**config.mk**
```make
export PLATFORM = sky130hd
export DESIGN_NAME = food_map_renderer_flat
export DESIGN_NICKNAME = d
export VERILOG_FILES = /design/src/rtl/food_map_pkg.sv /design/src/rtl/food_map_renderer_if.sv /design/src/rtl/food_row_popcount.sv /design/src/rtl/food_map_renderer.sv /design/src/flat_wrapper.sv
export SDC_FILE = /design/constraint.sdc
export NUM_CORES = 1
export LEC_CHECK = 0
export ABC_AREA = 1
export CAP_MARGIN = 5
export CORE_UTILIZATION = 62
export CTS_CLUSTER_SIZE = 40
export DETAILED_ROUTE_END_ITERATION = 8
export PLACE_DENSITY = 0.95
export SETUP_SLACK_MARGIN = 0.2
export SLEW_MARGIN = 30
export SYNTH_ARGS = -nofsm -noshare
export SYNTH_HDL_FRONTEND = slang
export SYNTH_HIERARCHICAL = 1
export SYNTH_SLANG_ARGS = --single-unit
```
**constraint.sdc**
```tcl
create_clock -name clk -period 15.7 [get_ports clk]
set_clock_uncertainty 0.2 [all_clocks]
set_input_delay 3.925 -clock clk [delete_from_list [all_inputs] [get_ports clk]]
set_output_delay 3.925 -clock clk [all_outputs]
set_load 0.01 [all_outputs]
```
**src/rtl/food_map_pkg.sv**
```systemverilog
// Shared constants, FSM encoding and helpers for the food map renderer.
package food_map_pkg;

    // VGA timing
    localparam int H_ACTIVE   = 640;
    localparam int V_ACTIVE   = 480;
    localparam int V_TOTAL    = 525;

    // Food map geometry
    localparam int TILE_SHIFT = 3;
    localparam int MAP_COLS   = 80;
    localparam int MAP_ROWS   = 60;
    localparam int ROW_W      = 6;   // width of a food map row address
    localparam int CNT_W      = 13;  // holds up to MAP_COLS * MAP_ROWS = 4800

    // Port-B read latency (cycles from food_read_en to valid food_row)
    localparam int RD_LAT     = 1;

    // In-tile offsets (x and y) that make up the drawn dot
    localparam int DOT_LO     = 3;
    localparam int DOT_HI     = 4;

    // Serial popcount slicing
    localparam int SLICE_W    = 8;
    localparam int N_SLICES   = MAP_COLS / SLICE_W;

    typedef enum logic [2:0] {
        ST_IDLE  = 3'd0,
        ST_REQ   = 3'd1,
        ST_WAIT  = 3'd2,
        ST_CAPT  = 3'd3,
        ST_COUNT = 3'd4
    } fetch_state_t;

    function automatic logic [3:0] popcount8(input logic [7:0] v);
        logic [3:0] c;
        c = '0;
        for (int i = 0; i < 8; i++) begin
            c = c + {3'b000, v[i]};
        end
        return c;
    endfunction

endpackage

```
**src/rtl/food_map_renderer_if.sv**
```systemverilog
// Port-B read bus between the renderer (master) and the dual-port food map RAM (slave).
// Handshake: the master holds food_map_read_y and pulses food_read_en for exactly one
// cycle; the RAM presents the addressed row on food_row RD_LAT cycles later and keeps
// it stable until the next enable. There is no back-pressure.
interface food_map_renderer_if;

    logic [food_map_pkg::ROW_W-1:0]    food_map_read_y;
    logic                              food_read_en;
    logic [food_map_pkg::MAP_COLS-1:0] food_row;

    modport master (
        output food_map_read_y,
        output food_read_en,
        input  food_row
    );

    modport slave (
        input  food_map_read_y,
        input  food_read_en,
        output food_row
    );

endinterface

```
**src/rtl/food_row_popcount.sv**
```systemverilog
// Serial popcount of one food row: one 8-bit slice per cycle over N_SLICES cycles.
// A start pulse latches the row; done is high in the final slice cycle, and result
// (the row's total) is valid in that same cycle.
module food_row_popcount
    import food_map_pkg::*;
(
    input  logic                clk,
    input  logic                rst_n,
    input  logic                start,
    input  logic [MAP_COLS-1:0] row_in,
    output logic                done,
    output logic [CNT_W-1:0]    result
);

    logic [MAP_COLS-1:0] data_q;
    logic [3:0]          idx;
    logic [6:0]          sum;
    logic                busy;
    logic [SLICE_W-1:0]  slice;
    logic [3:0]          slice_cnt;

    // Current slice and its popcount; the last slice is folded into result directly.
    always_comb begin
        slice     = data_q[{idx, 3'b000} +: SLICE_W];
        slice_cnt = popcount8(slice);
        done      = busy && (idx == 4'(N_SLICES - 1));
        result    = CNT_W'(sum) + CNT_W'(slice_cnt);
    end

    // Latch the row on start, then walk the slices accumulating the running sum.
    always_ff @(posedge clk or negedge rst_n) begin
        if (!rst_n) begin
            data_q <= '0;
            idx    <= '0;
            sum    <= '0;
            busy   <= 1'b0;
        end else if (start) begin
            data_q <= row_in;
            idx    <= '0;
            sum    <= '0;
            busy   <= 1'b1;
        end else if (busy) begin
            sum <= sum + 7'(slice_cnt);
            if (done) begin
                idx  <= '0;
                busy <= 1'b0;
            end else begin
                idx <= idx + 4'd1;
            end
        end
    end

endmodule

```
**src/rtl/food_map_renderer.sv**
```systemverilog
// Fetches one food row per tile row during horizontal blanking, holds it in a line
// buffer, emits a per-pixel food-dot flag one cycle behind the pixel stream, and
// counts the remaining food over each complete frame.
module food_map_renderer
    import food_map_pkg::*;
(
    input  logic                 clk,
    input  logic                 rst_n,
    input  logic [10:0]          pix_x,
    input  logic [9:0]           pix_y,
    input  logic                 pix_active,
    food_map_renderer_if.master  port_b,
    output logic                 food_pixel,
    output logic                 food_pixel_valid,
    output logic [CNT_W-1:0]     food_remaining,
    output logic                 count_valid,
    output logic                 level_clear,
    output logic                 fetch_overrun,
    output fetch_state_t         state_dbg
);

    fetch_state_t        state, nstate;
    logic [9:0]          next_y;
    logic                trigger;
    logic [ROW_W-1:0]    target_row;
    logic [ROW_W-1:0]    row_addr;
    logic [1:0]          wait_cnt;
    logic [MAP_COLS-1:0] line_buf;
    logic                pc_start;
    logic                pc_done;
    logic [CNT_W-1:0]    pc_result;
    logic [CNT_W-1:0]    acc;
    logic [CNT_W-1:0]    frame_sum;
    logic [6:0]          rows_seen;
    logic [6:0]          rows_seen_nxt;
    logic [7:0]          col;
    logic                in_map;
    logic                dot_x;
    logic                dot_y;
    logic                lb_bit;

    // Fetch trigger: at the first blanking pixel of the line before a new tile row.
    always_comb begin
        next_y     = (pix_y == 10'(V_TOTAL - 1)) ? 10'd0 : pix_y + 10'd1;
        trigger    = (pix_x == 11'(H_ACTIVE)) && (next_y < 10'(V_ACTIVE)) &&
                     (next_y[TILE_SHIFT-1:0] == '0);
        target_row = next_y[TILE_SHIFT +: ROW_W];
    end

    // Fetch FSM state register.
    always_ff @(posedge clk or negedge rst_n) begin
        if (!rst_n) begin
            state <= ST_IDLE;
        end else begin
            state <= nstate;
        end
    end

    // Fetch FSM next state; the popcount is kicked off in the capture cycle.
    always_comb begin
        nstate   = state;
        pc_start = 1'b0;
        case (state)
            ST_IDLE:  if (trigger) nstate = ST_REQ;
            ST_REQ:   nstate = ST_WAIT;
            ST_WAIT:  if (wait_cnt == 2'(RD_LAT - 1)) nstate = ST_CAPT;
            ST_CAPT: begin
                nstate   = ST_COUNT;
                pc_start = 1'b1;
            end
            ST_COUNT: if (pc_done) nstate = ST_IDLE;
            default:  nstate = ST_IDLE;
        endcase
    end

    assign port_b.food_read_en    = (state == ST_REQ);
    assign port_b.food_map_read_y = row_addr;
    assign state_dbg              = state;

    // Row address is latched when a fetch is accepted and held until the next one.
    always_ff @(posedge clk or negedge rst_n) begin
        if (!rst_n) begin
            row_addr <= '0;
        end else if (state == ST_IDLE && trigger) begin
            row_addr <= target_row;
        end
    end

    // Count the cycles spent waiting on the RAM read.
    always_ff @(posedge clk or negedge rst_n) begin
        if (!rst_n) begin
            wait_cnt <= '0;
        end else if (state == ST_WAIT) begin
            wait_cnt <= wait_cnt + 2'd1;
        end else begin
            wait_cnt <= '0;
        end
    end

    // A trigger that lands while a fetch is in flight is dropped and remembered.
    always_ff @(posedge clk or negedge rst_n) begin
        if (!rst_n) begin
            fetch_overrun <= 1'b0;
        end else if (trigger && state != ST_IDLE) begin
            fetch_overrun <= 1'b1;
        end
    end

    // Line buffer takes the returned row in the capture cycle.
    always_ff @(posedge clk or negedge rst_n) begin
        if (!rst_n) begin
            line_buf <= '0;
        end else if (state == ST_CAPT) begin
            line_buf <= port_b.food_row;
        end
    end

    food_row_popcount u_popcount (
        .clk    (clk),
        .rst_n  (rst_n),
        .start  (pc_start),
        .row_in (port_b.food_row),
        .done   (pc_done),
        .result (pc_result)
    );

    assign frame_sum     = acc + pc_result;
    assign rows_seen_nxt = rows_seen + 7'd1;

    // Frame accounting: publish only when every row of the frame was counted.
    always_ff @(posedge clk or negedge rst_n) begin
        if (!rst_n) begin
            acc            <= '0;
            rows_seen      <= '0;
            food_remaining <= '0;
            count_valid    <= 1'b0;
        end else if (state == ST_COUNT && pc_done) begin
            if (row_addr == ROW_W'(MAP_ROWS - 1)) begin
                if (rows_seen_nxt == 7'(MAP_ROWS)) begin
                    food_remaining <= frame_sum;
                    count_valid    <= 1'b1;
                end
                acc       <= '0;
                rows_seen <= '0;
            end else begin
                acc       <= frame_sum;
                rows_seen <= rows_seen_nxt;
            end
        end
    end

    assign level_clear = count_valid && (food_remaining == '0);

    // Dot decode for the current pixel; columns beyond the map never draw.
    always_comb begin
        col    = pix_x[10:TILE_SHIFT];
        in_map = (col < 8'(MAP_COLS));
        lb_bit = in_map ? line_buf[col[6:0]] : 1'b0;
        dot_x  = (pix_x[TILE_SHIFT-1:0] >= 3'(DOT_LO)) && (pix_x[TILE_SHIFT-1:0] <= 3'(DOT_HI));
        dot_y  = (pix_y[TILE_SHIFT-1:0] >= 3'(DOT_LO)) && (pix_y[TILE_SHIFT-1:0] <= 3'(DOT_HI));
    end

    // Pixel pipe, one cycle of latency.
    always_ff @(posedge clk or negedge rst_n) begin
        if (!rst_n) begin
            food_pixel       <= 1'b0;
            food_pixel_valid <= 1'b0;
        end else begin
            food_pixel       <= pix_active && lb_bit && dot_x && dot_y;
            food_pixel_valid <= pix_active;
        end
    end

endmodule

```
**src/flat_wrapper.sv**
```systemverilog
// flat-port wrapper written by rule: the top's interface ports become plain ports
module food_map_renderer_flat import food_map_pkg::*;
  (clk, rst_n, pix_x, pix_y, pix_active, food_pixel, food_pixel_valid, food_remaining, count_valid, level_clear, fetch_overrun, state_dbg, port_b_food_map_read_y, port_b_food_read_en, port_b_food_row);
  food_map_renderer_if port_b_i ();
  input  logic clk;
  input  logic rst_n;
  input  logic [10:0] pix_x;
  input  logic [9:0] pix_y;
  input  logic pix_active;
  output logic food_pixel;
  output logic food_pixel_valid;
  output logic [CNT_W-1:0] food_remaining;
  output logic count_valid;
  output logic level_clear;
  output logic fetch_overrun;
  output fetch_state_t state_dbg;
  output wire logic [$bits(port_b_i.food_map_read_y)-1:0] port_b_food_map_read_y;
  output wire logic [$bits(port_b_i.food_read_en)-1:0] port_b_food_read_en;
  input wire logic [$bits(port_b_i.food_row)-1:0] port_b_food_row;
  assign port_b_food_map_read_y = port_b_i.food_map_read_y;
  assign port_b_food_read_en = port_b_i.food_read_en;
  assign port_b_i.food_row = port_b_food_row;
  food_map_renderer u_core (.clk(clk), .rst_n(rst_n), .pix_x(pix_x), .pix_y(pix_y), .pix_active(pix_active), .port_b(port_b_i), .food_pixel(food_pixel), .food_pixel_valid(food_pixel_valid), .food_remaining(food_remaining), .count_valid(count_valid), .level_clear(level_clear), .fetch_overrun(fetch_overrun), .state_dbg(state_dbg));
endmodule
```
======== After elaboration in Yosys (flattened, before gate mapping) ========
Index checks and enable logic that the tools add are counted.
storage, ports and cells
  register bits ........................... 220
  logic and storage cells ................. 89
  input bits .............................. 104
operators by class
  shift operators ......................... 1
  equality and inequality tests ........... 12
  mux-type cells .......................... 20
  $lt $le $gt $ge ......................... 7
  add/sub/neg operators ................... 14
  reduce and logical (&&, ||, !) cells .... 20
operator list
  operator               number
  $shiftx 80x8->8        1
  $mux 7                 3
  $add 4x1->4            4
  $pmux 3 s5             1
  $add 13x8->13          1
  $logic_not 13->1       1
  $mux 13                1
  $logic_and 1x1->1      12
  $mux 4                 3
  $eq 11x10->1 const B   1
  $add 10x1->10 const B  1
  $eq 10x10->1 const B   1
  $lt 10x9->1 const B    1
  $mux 10                1
  $mux 3                 3
  $add 7x4->8            1
  $lt 7x8->1 const B     1
  $lt 8x7->1 const B     1
  $add 7x1->7 const B    1
  $add 7x4->7            1
  $bmux 1 s7             1
  $eq 7x6->1 const B     1
  $eq 3x2->1 const B     2
  $eq 6x6->1 const B     1
  other kinds (18)       29

======== Logic depth before layout (Yosys ltp) ========
  depth in word-level cells ............... 11
  gate-level depth with buffers ........... 31

======== Modules after synthesis ========
Netlist, hierarchy kept.
modules (own cells, without submodules)
  module             area each (µm²)  times used  cells each  sequential area each (µm²)
  food_map_renderer  6,702.7          1           883         3,203.1
  food_row_popcount  4,775.8          1           590         2,302.2

======== Least setup slack after synthesis ========
No wires, ideal clock.
  kind .................................... flip-flop to flip-flop
  from .................................... register u_core.u_popcount.idx[0]
  to ...................................... register u_core.acc[9]
  cell stages (with the launch flop) ...... 27
  setup time .............................. 134 ps
  data arrival time ....................... 5,315 ps
  slack ................................... 10,051 ps
  buffers on the path ..................... 2
  cells stage by stage .................... dfrtp_1 buf_6 buf_6 o211ai_1 nand3_1 nand3_1 nand2_1 fa_1 fa_1 fa_1 ha_1 fa_1 inv_1 fa_1 nand3b_1 nand2_1 nand3_1 and2_1 ha_1 nand2_1 nor3_1 nand2_1 o211ai_1 nand2_1 nand2_1 xor2_1 o21ai_0
between the ends
  longest elaborated chain between the ends .. 11
ends and longest elaborated chain
  what                           line                      RTL
  start: declaration             food_row_popcount.sv:16   logic [3:0] idx;
  start signal: assignment       food_row_popcount.sv:48   idx <= idx + 4'd1;
  $shiftx 80x8->8 (*)            food_row_popcount.sv:24   slice = data_q[{idx, 3'b000} +: SLICE_W];
  $add 1x1->2                    food_map_pkg.sv:39        c = c + {3'b000, v[i]};
  $add 2x1->3                    food_map_pkg.sv:39
  $add 3x1->4                    food_map_pkg.sv:39
  $add 4x1->4 (3 in a row)       food_map_pkg.sv:39
  $add 4x1->4 (*)                food_map_pkg.sv:39
  $add 7x4->8 (*)                food_row_popcount.sv:27   result = CNT_W'(sum) + CNT_W'(slice_cnt);
  named net u_core.pc_result[6]  food_map_renderer.sv:31   logic [CNT_W-1:0] pc_result;
  $add 13x8->13 (*)              food_map_renderer.sv:127  assign frame_sum = acc + pc_result;
  $mux 13 (*)                    food_map_renderer.sv:138  if (row_addr == ROW_W'(MAP_ROWS - 1)) begin
  end signal: assignment         food_map_renderer.sv:146  acc <= frame_sum;
  end: declaration               food_map_renderer.sv:32   logic [CNT_W-1:0] acc;
The timed path passes the listed nets; every way through them passes the cells marked *.
A chain may end at the register's enable or synchronous reset.

======== Final worst setup path ========
  from .................................... register u_core.u_popcount.idx[0]
  to ...................................... register u_core.food_remaining[10]
between the ends
  longest elaborated chain between the ends .. 10
ends and longest elaborated chain
  what                           line                      RTL
  $shiftx 80x8->8 (*)            food_row_popcount.sv:24
  $add 1x1->2                    food_map_pkg.sv:39
  $add 2x1->3                    food_map_pkg.sv:39
  $add 3x1->4                    food_map_pkg.sv:39
  $add 4x1->4 (3 in a row)       food_map_pkg.sv:39
  $add 4x1->4 (*)                food_map_pkg.sv:39
  $add 7x4->8 (*)                food_row_popcount.sv:27
  named net u_core.pc_result[6]  food_map_renderer.sv:31
  $add 13x8->13 (*)              food_map_renderer.sv:127
  end signal: assignment         food_map_renderer.sv:140  food_remaining <= frame_sum;
  end: declaration               food_map_renderer.sv:15   output logic [CNT_W-1:0] food_remaining,
Marks and branches as above.

==> flow_summary.html <==
<table>
<tr><th>Metric</th><th>Value</th></tr>
<tr><th colspan="2">Status</th></tr>
<tr><td>Run status</td><td>finished, final reports clean</td></tr>
<tr><th colspan="2">Routing</th></tr>
<tr><td>Via count</td><td>about 11000</td></tr>
<tr><td>Number of nets with antenna violations after routing</td><td>0</td></tr>
<tr><td>Starting DRC count in detailed routing</td><td>1257</td></tr>
<tr><td>Average via count per standard cell</td><td>approximately 5.8</td></tr>
<tr><td>Detailed-route wire length</td><td>between 30 and 40 mm</td></tr>
<tr><td>Pre-antenna DRT Iters</td><td>6</td></tr>
<tr><td>Wire length per cell</td><td>16.9 microns</td></tr>
<tr><td>Count of unresolved DRC violations after routing</td><td>0</td></tr>
<tr><th colspan="2">Power</th></tr>
<tr><td>Sequential Power Share</td><td>a little over a quarter</td></tr>
<tr><td>Cell Pwr Density</td><td>around 260 mW/mm^2</td></tr>
<tr><td>Switching portion of total power</td><td>between 40% and 50%</td></tr>
<tr><td>Worst vdd rail ir drop</td><td>approximately 0.36 mV</td></tr>
<tr><td>Int Power</td><td>roughly 1900 uW</td></tr>
<tr><td>Static Leak</td><td>just under 0.007 uW</td></tr>
<tr><td>P_sw</td><td>1630 uW</td></tr>
<tr><td>Logic pwr share</td><td>between 50% and 60%</td></tr>
<tr><td>Clock share of power</td><td>between 10% and 20%</td></tr>
<tr><th colspan="2">Placement</th></tr>
<tr><td>PortBufs</td><td>approximately 130</td></tr>
<tr><td>DP HPWL</td><td>20.5 mm</td></tr>
<tr><td>Routability Congestion</td><td>0.946</td></tr>
<tr><td>Post-Place Worst Slack</td><td>8.83 ns</td></tr>
<tr><th colspan="2">STA</th></tr>
<tr><td>Transition time at the pin with the least slew margin</td><td>a little under 0.9 ns</td></tr>
<tr><td>Post-route worst setup slack</td><td>about 9 ns</td></tr>
<tr><td>Final setup viols</td><td>0</td></tr>
<tr><td>Setup repair after global routing missed its margin</td><td>false</td></tr>
<tr><td>Hold slack final</td><td>between 0.2 and 0.25 ns</td></tr>
<tr><td>Setup tns final</td><td>0 ns</td></tr>
<tr><td>Headroom to the max-slew limit</td><td>around two fifths</td></tr>
<tr><td>Final worst-path cycle share</td><td>roughly 44%</td></tr>
<tr><td>Final hold viol count</td><td>0</td></tr>
<tr><td>Count of pins over their slew limit</td><td>0</td></tr>
<tr><td>Fin crit period</td><td>roughly 7 ns</td></tr>
<tr><td>Max Clock Freq</td><td>about 140 MHz</td></tr>
<tr><th colspan="2">Setup path</th></tr>
<tr><td>Path length in cells of the critical path</td><td>27</td></tr>
<tr><td>Cell occurring most often along the worst timing path</td><td>sky130_fd_sc_hd__nand2_1</td></tr>
<tr><td>R2R cell count</td><td>27</td></tr>
<tr><td>Cell family contributing the most delay on the critical path</td><td>adder cells</td></tr>
<tr><td>Crit end category</td><td>register</td></tr>
<tr><td>Data arrival time of the critical path</td><td>about 7.1 ns</td></tr>
<tr><td>Worst path required time</td><td>between 15 and 20 ns</td></tr>
<tr><td>CP max stage cell</td><td>sky130_fd_sc_hd__buf_4</td></tr>
<tr><td>CP Buf/Inv Count</td><td>3</td></tr>
<tr><td>CP max FO</td><td>74</td></tr>
<tr><td>Category of the worst setup path launch point</td><td>register</td></tr>
<tr><td>Critical path's largest stage delay</td><td>around 0.63 ns</td></tr>
<tr><td>Classification of the worst setup path</td><td>reg -&gt; reg</td></tr>
<tr><th colspan="2">Worst hold path</th></tr>
<tr><td>Instance count along the most critical hold path</td><td>1</td></tr>
<tr><td>Kind of path behind the tightest hold check</td><td>reg -&gt; reg</td></tr>
<tr><th colspan="2">Synth</th></tr>
<tr><td>Sequential fraction of the synthesis area</td><td>a little under half</td></tr>
<tr><td>Cell types occupying the most area after synthesis</td><td>sky130_fd_sc_hd__dfrtp_1 (48%), sky130_fd_sc_hd__nand2_1 (19%), sky130_fd_sc_hd__inv_1 (4.7%), sky130_fd_sc_hd__o21ai_0 (4.7%), sky130_fd_sc_hd__nand3_1 (4.4%)</td></tr>
<tr><td>Mean cell area of the mapped netlist</td><td>between 7 and 8 sq um</td></tr>
<tr><td>Area fraction of the dominant cell type after synthesis</td><td>about 48%</td></tr>
<tr><td>Number of flops mapped to enable cells by yosys</td><td>0</td></tr>
<tr><td>Warnings from Yosys</td><td>6</td></tr>
<tr><td>Number of register bits inferred by synthesis</td><td>220</td></tr>
<tr><td>Gate count after technology mapping</td><td>1473</td></tr>
<tr><td>Cell accounting for the most synthesized area</td><td>sky130_fd_sc_hd__dfrtp_1</td></tr>
<tr><td>Number of distinct standard cells referenced by the synthesized netlist</td><td>42</td></tr>
<tr><td>Netlist area before placement</td><td>roughly 0.011 sq mm</td></tr>
<tr><td>Dominant register cell in the synthesized netlist</td><td>sky130_fd_sc_hd__dfrtp_1</td></tr>
<tr><td>Share of synthesized flip-flops with an asynchronous set or reset</td><td>100%</td></tr>
<tr><td>Post-synth top cells</td><td>sky130_fd_sc_hd__nand2_1 (595), sky130_fd_sc_hd__dfrtp_1 (220), sky130_fd_sc_hd__inv_1 (145)</td></tr>
<tr><td>Cell with the most instances after synthesis</td><td>sky130_fd_sc_hd__nand2_1</td></tr>
<tr><th colspan="2">Final layout</th></tr>
<tr><td>Synth-to-layout area growth</td><td>17.8%</td></tr>
<tr><td>Antenna fix cells</td><td>0</td></tr>
<tr><td>Post-route core utilization</td><td>75.0%</td></tr>
<tr><td>Ratio of cells with drive above 1 in the final layout</td><td>roughly 4.5%</td></tr>
<tr><td>Total number of nets in the final design</td><td>roughly 1700</td></tr>
<tr><th colspan="2">CTS</th></tr>
<tr><td>Clock tree from TritonCTS</td><td>built</td></tr>
<tr><td>Total of hold buffers inserted after clock tree synthesis</td><td>0</td></tr>
<tr><td>Clock tree root buffer cell</td><td>sky130_fd_sc_hd__clkbuf_16</td></tr>
<tr><td>Clock slew at the register clock pins of the worst setup and hold paths</td><td>~0.07 ns</td></tr>
<tr><td>TritonCTS Sinks</td><td>220</td></tr>
<tr><td>Total clock buffers created by CTS</td><td>23</td></tr>
<tr><td>Deepest clock path buffer count</td><td>3</td></tr>
<tr><td>H-Tree Level Count</td><td>1</td></tr>
<tr><td>Skew-Pair Late Insertion Delay</td><td>0.52 ns</td></tr>
<tr><td>Setup Fix Bufs, Post-CTS</td><td>0</td></tr>
<tr><td># resized after CTS</td><td>0</td></tr>
<tr><th colspan="2">Global routing</th></tr>
<tr><td>Vias in the first global route</td><td>approximately 10000</td></tr>
<tr><td>Number of antenna violations at the first check in global routing</td><td>0</td></tr>
<tr><td>Residual overflow from global routing</td><td>0</td></tr>
<tr><td>First-pass GRT wire length</td><td>around 50 mm</td></tr>
<tr><td>Total global-route track usage</td><td>32.4%</td></tr>
<tr><td>Maximum number of pins on one net before global-route repair</td><td>131</td></tr>
<tr><th colspan="2">Floorplan</th></tr>
<tr><td>Core area</td><td>between 0.015 and 0.02 sq mm</td></tr>
<tr><td>Io pins</td><td>roughly 130</td></tr>
<tr><td>Chip Width</td><td>approximately 140 microns</td></tr>
<tr><td>Die Footprint</td><td>around 0.019 sq mm</td></tr>
<tr><td>Number of cell rows</td><td>just under 50</td></tr>
<tr><td>Initial Utilization</td><td>63.7%</td></tr>
<tr><td>Vertical die dimension</td><td>138 microns</td></tr>
<tr><th colspan="2">Job</th></tr>
<tr><td>Maximum Capacitance Violations</td><td>0</td></tr>
</table>
cell usage in the layout (no fill, tap or decap), types with 6 or more instances in the layout:
| cell type | synthesis | final |
|---|---|---|
| sky130_fd_sc_hd__nand4_1 | 6 | 6 |
| sky130_fd_sc_hd__o21ai_0 | 107 | 107 |
| sky130_fd_sc_hd__inv_1 | 145 | 145 |
| sky130_fd_sc_hd__dfrtp_1 | 220 | 219 |
| sky130_fd_sc_hd__clkbuf_16 | 0 | 23 |
| sky130_fd_sc_hd__xor2_1 | 19 | 19 |
| sky130_fd_sc_hd__ha_1 | 28 | 28 |
| sky130_fd_sc_hd__clkdlybuf4s50_1 | 0 | 130 |
| sky130_fd_sc_hd__nor3_1 | 10 | 10 |
| sky130_fd_sc_hd__o21ai_2 | 6 | 6 |
| sky130_fd_sc_hd__nand2_1 | 595 | 595 |
| sky130_fd_sc_hd__a21oi_1 | 26 | 26 |
| sky130_fd_sc_hd__nor2_1 | 47 | 46 |
| sky130_fd_sc_hd__o211ai_1 | 30 | 30 |
| sky130_fd_sc_hd__fa_1 | 6 | 6 |
| sky130_fd_sc_hd__o22ai_1 | 6 | 6 |
| sky130_fd_sc_hd__nand3_1 | 100 | 100 |
metrics by stage:
step           instances  total power (uW)  cell area [sq um]
6_report            1814              3550              13500
5_1_grt             1814              3820              13500
4_1_cts             1813              3490              13500
3_5_place_dp        1773              2900              12700
3_3_place_gp        1773              2770              12700
2_1_floorplan       1477              2400              11500
metal layers:
| layer | up-vias | GRT usage [%] | part of all wire [%] |
|---|---|---|---|
| met5 | - | 0 | 0 |
| met4 | 0 | 17.8 | 6.0 |
| met3 | 150 | 7.10 | 9.2 |
| met2 | 648 | 52.0 | 47 |
| met1 | 4983 | 40.9 | 38 |
| li1 | 4827 | - | - |
power by group through the flow:
stage,clock network (uW),logic (uW),registers [uW]
after floorplan,0,1500,896
after global placement,0,1840,932
after detailed placement,0,1960,942
after CTS,579,1980,938
after global routing,601,2260,959
final,575,2030,944
flip-flops by register name, summed over array words and instances, names as in the netlist:
name and count:
u_core/count_valid 1, u_core/state_dbg 3, u_core/rows_seen 7, u_core/food_pixel_valid 1, u_core/u_popcount/data_q 80, u_core/u_popcount/busy 1, u_core/u_popcount/sum 7, u_core/port_b.food_map_read_y 6
u_core/u_popcount/idx 4, u_core/fetch_overrun 1, u_core/acc 13, u_core/line_buf 80, u_core/food_remaining 13, u_core/wait_cnt 2, u_core/food_pixel 1
logic make-up (layout without fill, tap and decap cells):
| family | Yosys count | in the layout | synth area share [%] |
|---|---|---|---|
| AOI/OAI and AO/OA | 189 | 189 | 9.48 |
| and+or+nand+nor | 780 | 780 | 27.6 |
| buffers and inverters | 225 | 333 | 8.96 |
| xor gates and xnor gates | 24 | 24 | 1.83 |
| DFF | 220 | 220 | 48.0 |
| adders and majority gates | 34 | 34 | 4.10 |
| other | 1 | 5 | 0.0327 |
final timing paths:
kind	start	to	slack (ns)
min in group asynchronous	rst_n	u_core/line_buf[15]$_DFFE_PN0P_	3.27
worst min-delay path	u_core/wait_cnt[0]$_DFF_PN0_	u_core/wait_cnt[0]$_DFF_PN0_	0.23
max in group asynchronous	rst_n	u_core/u_popcount/idx[0]$_DFFE_PN0P_	10.78
worst min register to register	u_core/wait_cnt[0]$_DFF_PN0_	u_core/wait_cnt[0]$_DFF_PN0_	0.23
worst max-delay path	u_core/u_popcount/idx[0]$_DFFE_PN0P_	u_core/food_remaining[10]$_DFFE_PN0P_	8.77
worst max register to register	u_core/u_popcount/idx[0]$_DFFE_PN0P_	u_core/food_remaining[10]$_DFFE_PN0P_	8.77
layout make-up:
cell class | count | area [sq um]
Clock buffer | 31 | 646
Clock inverter | 9 | 149
Fill cell | 1187 | 4500
Inverter | 154 | 581
Multi-Input combinational cell | 1032 | 4970
Sequential cell | 220 | 5510
Tap cell | 229 | 287
Timing Repair Buffer | 139 | 1390
(Power assumes the default switching activity.)
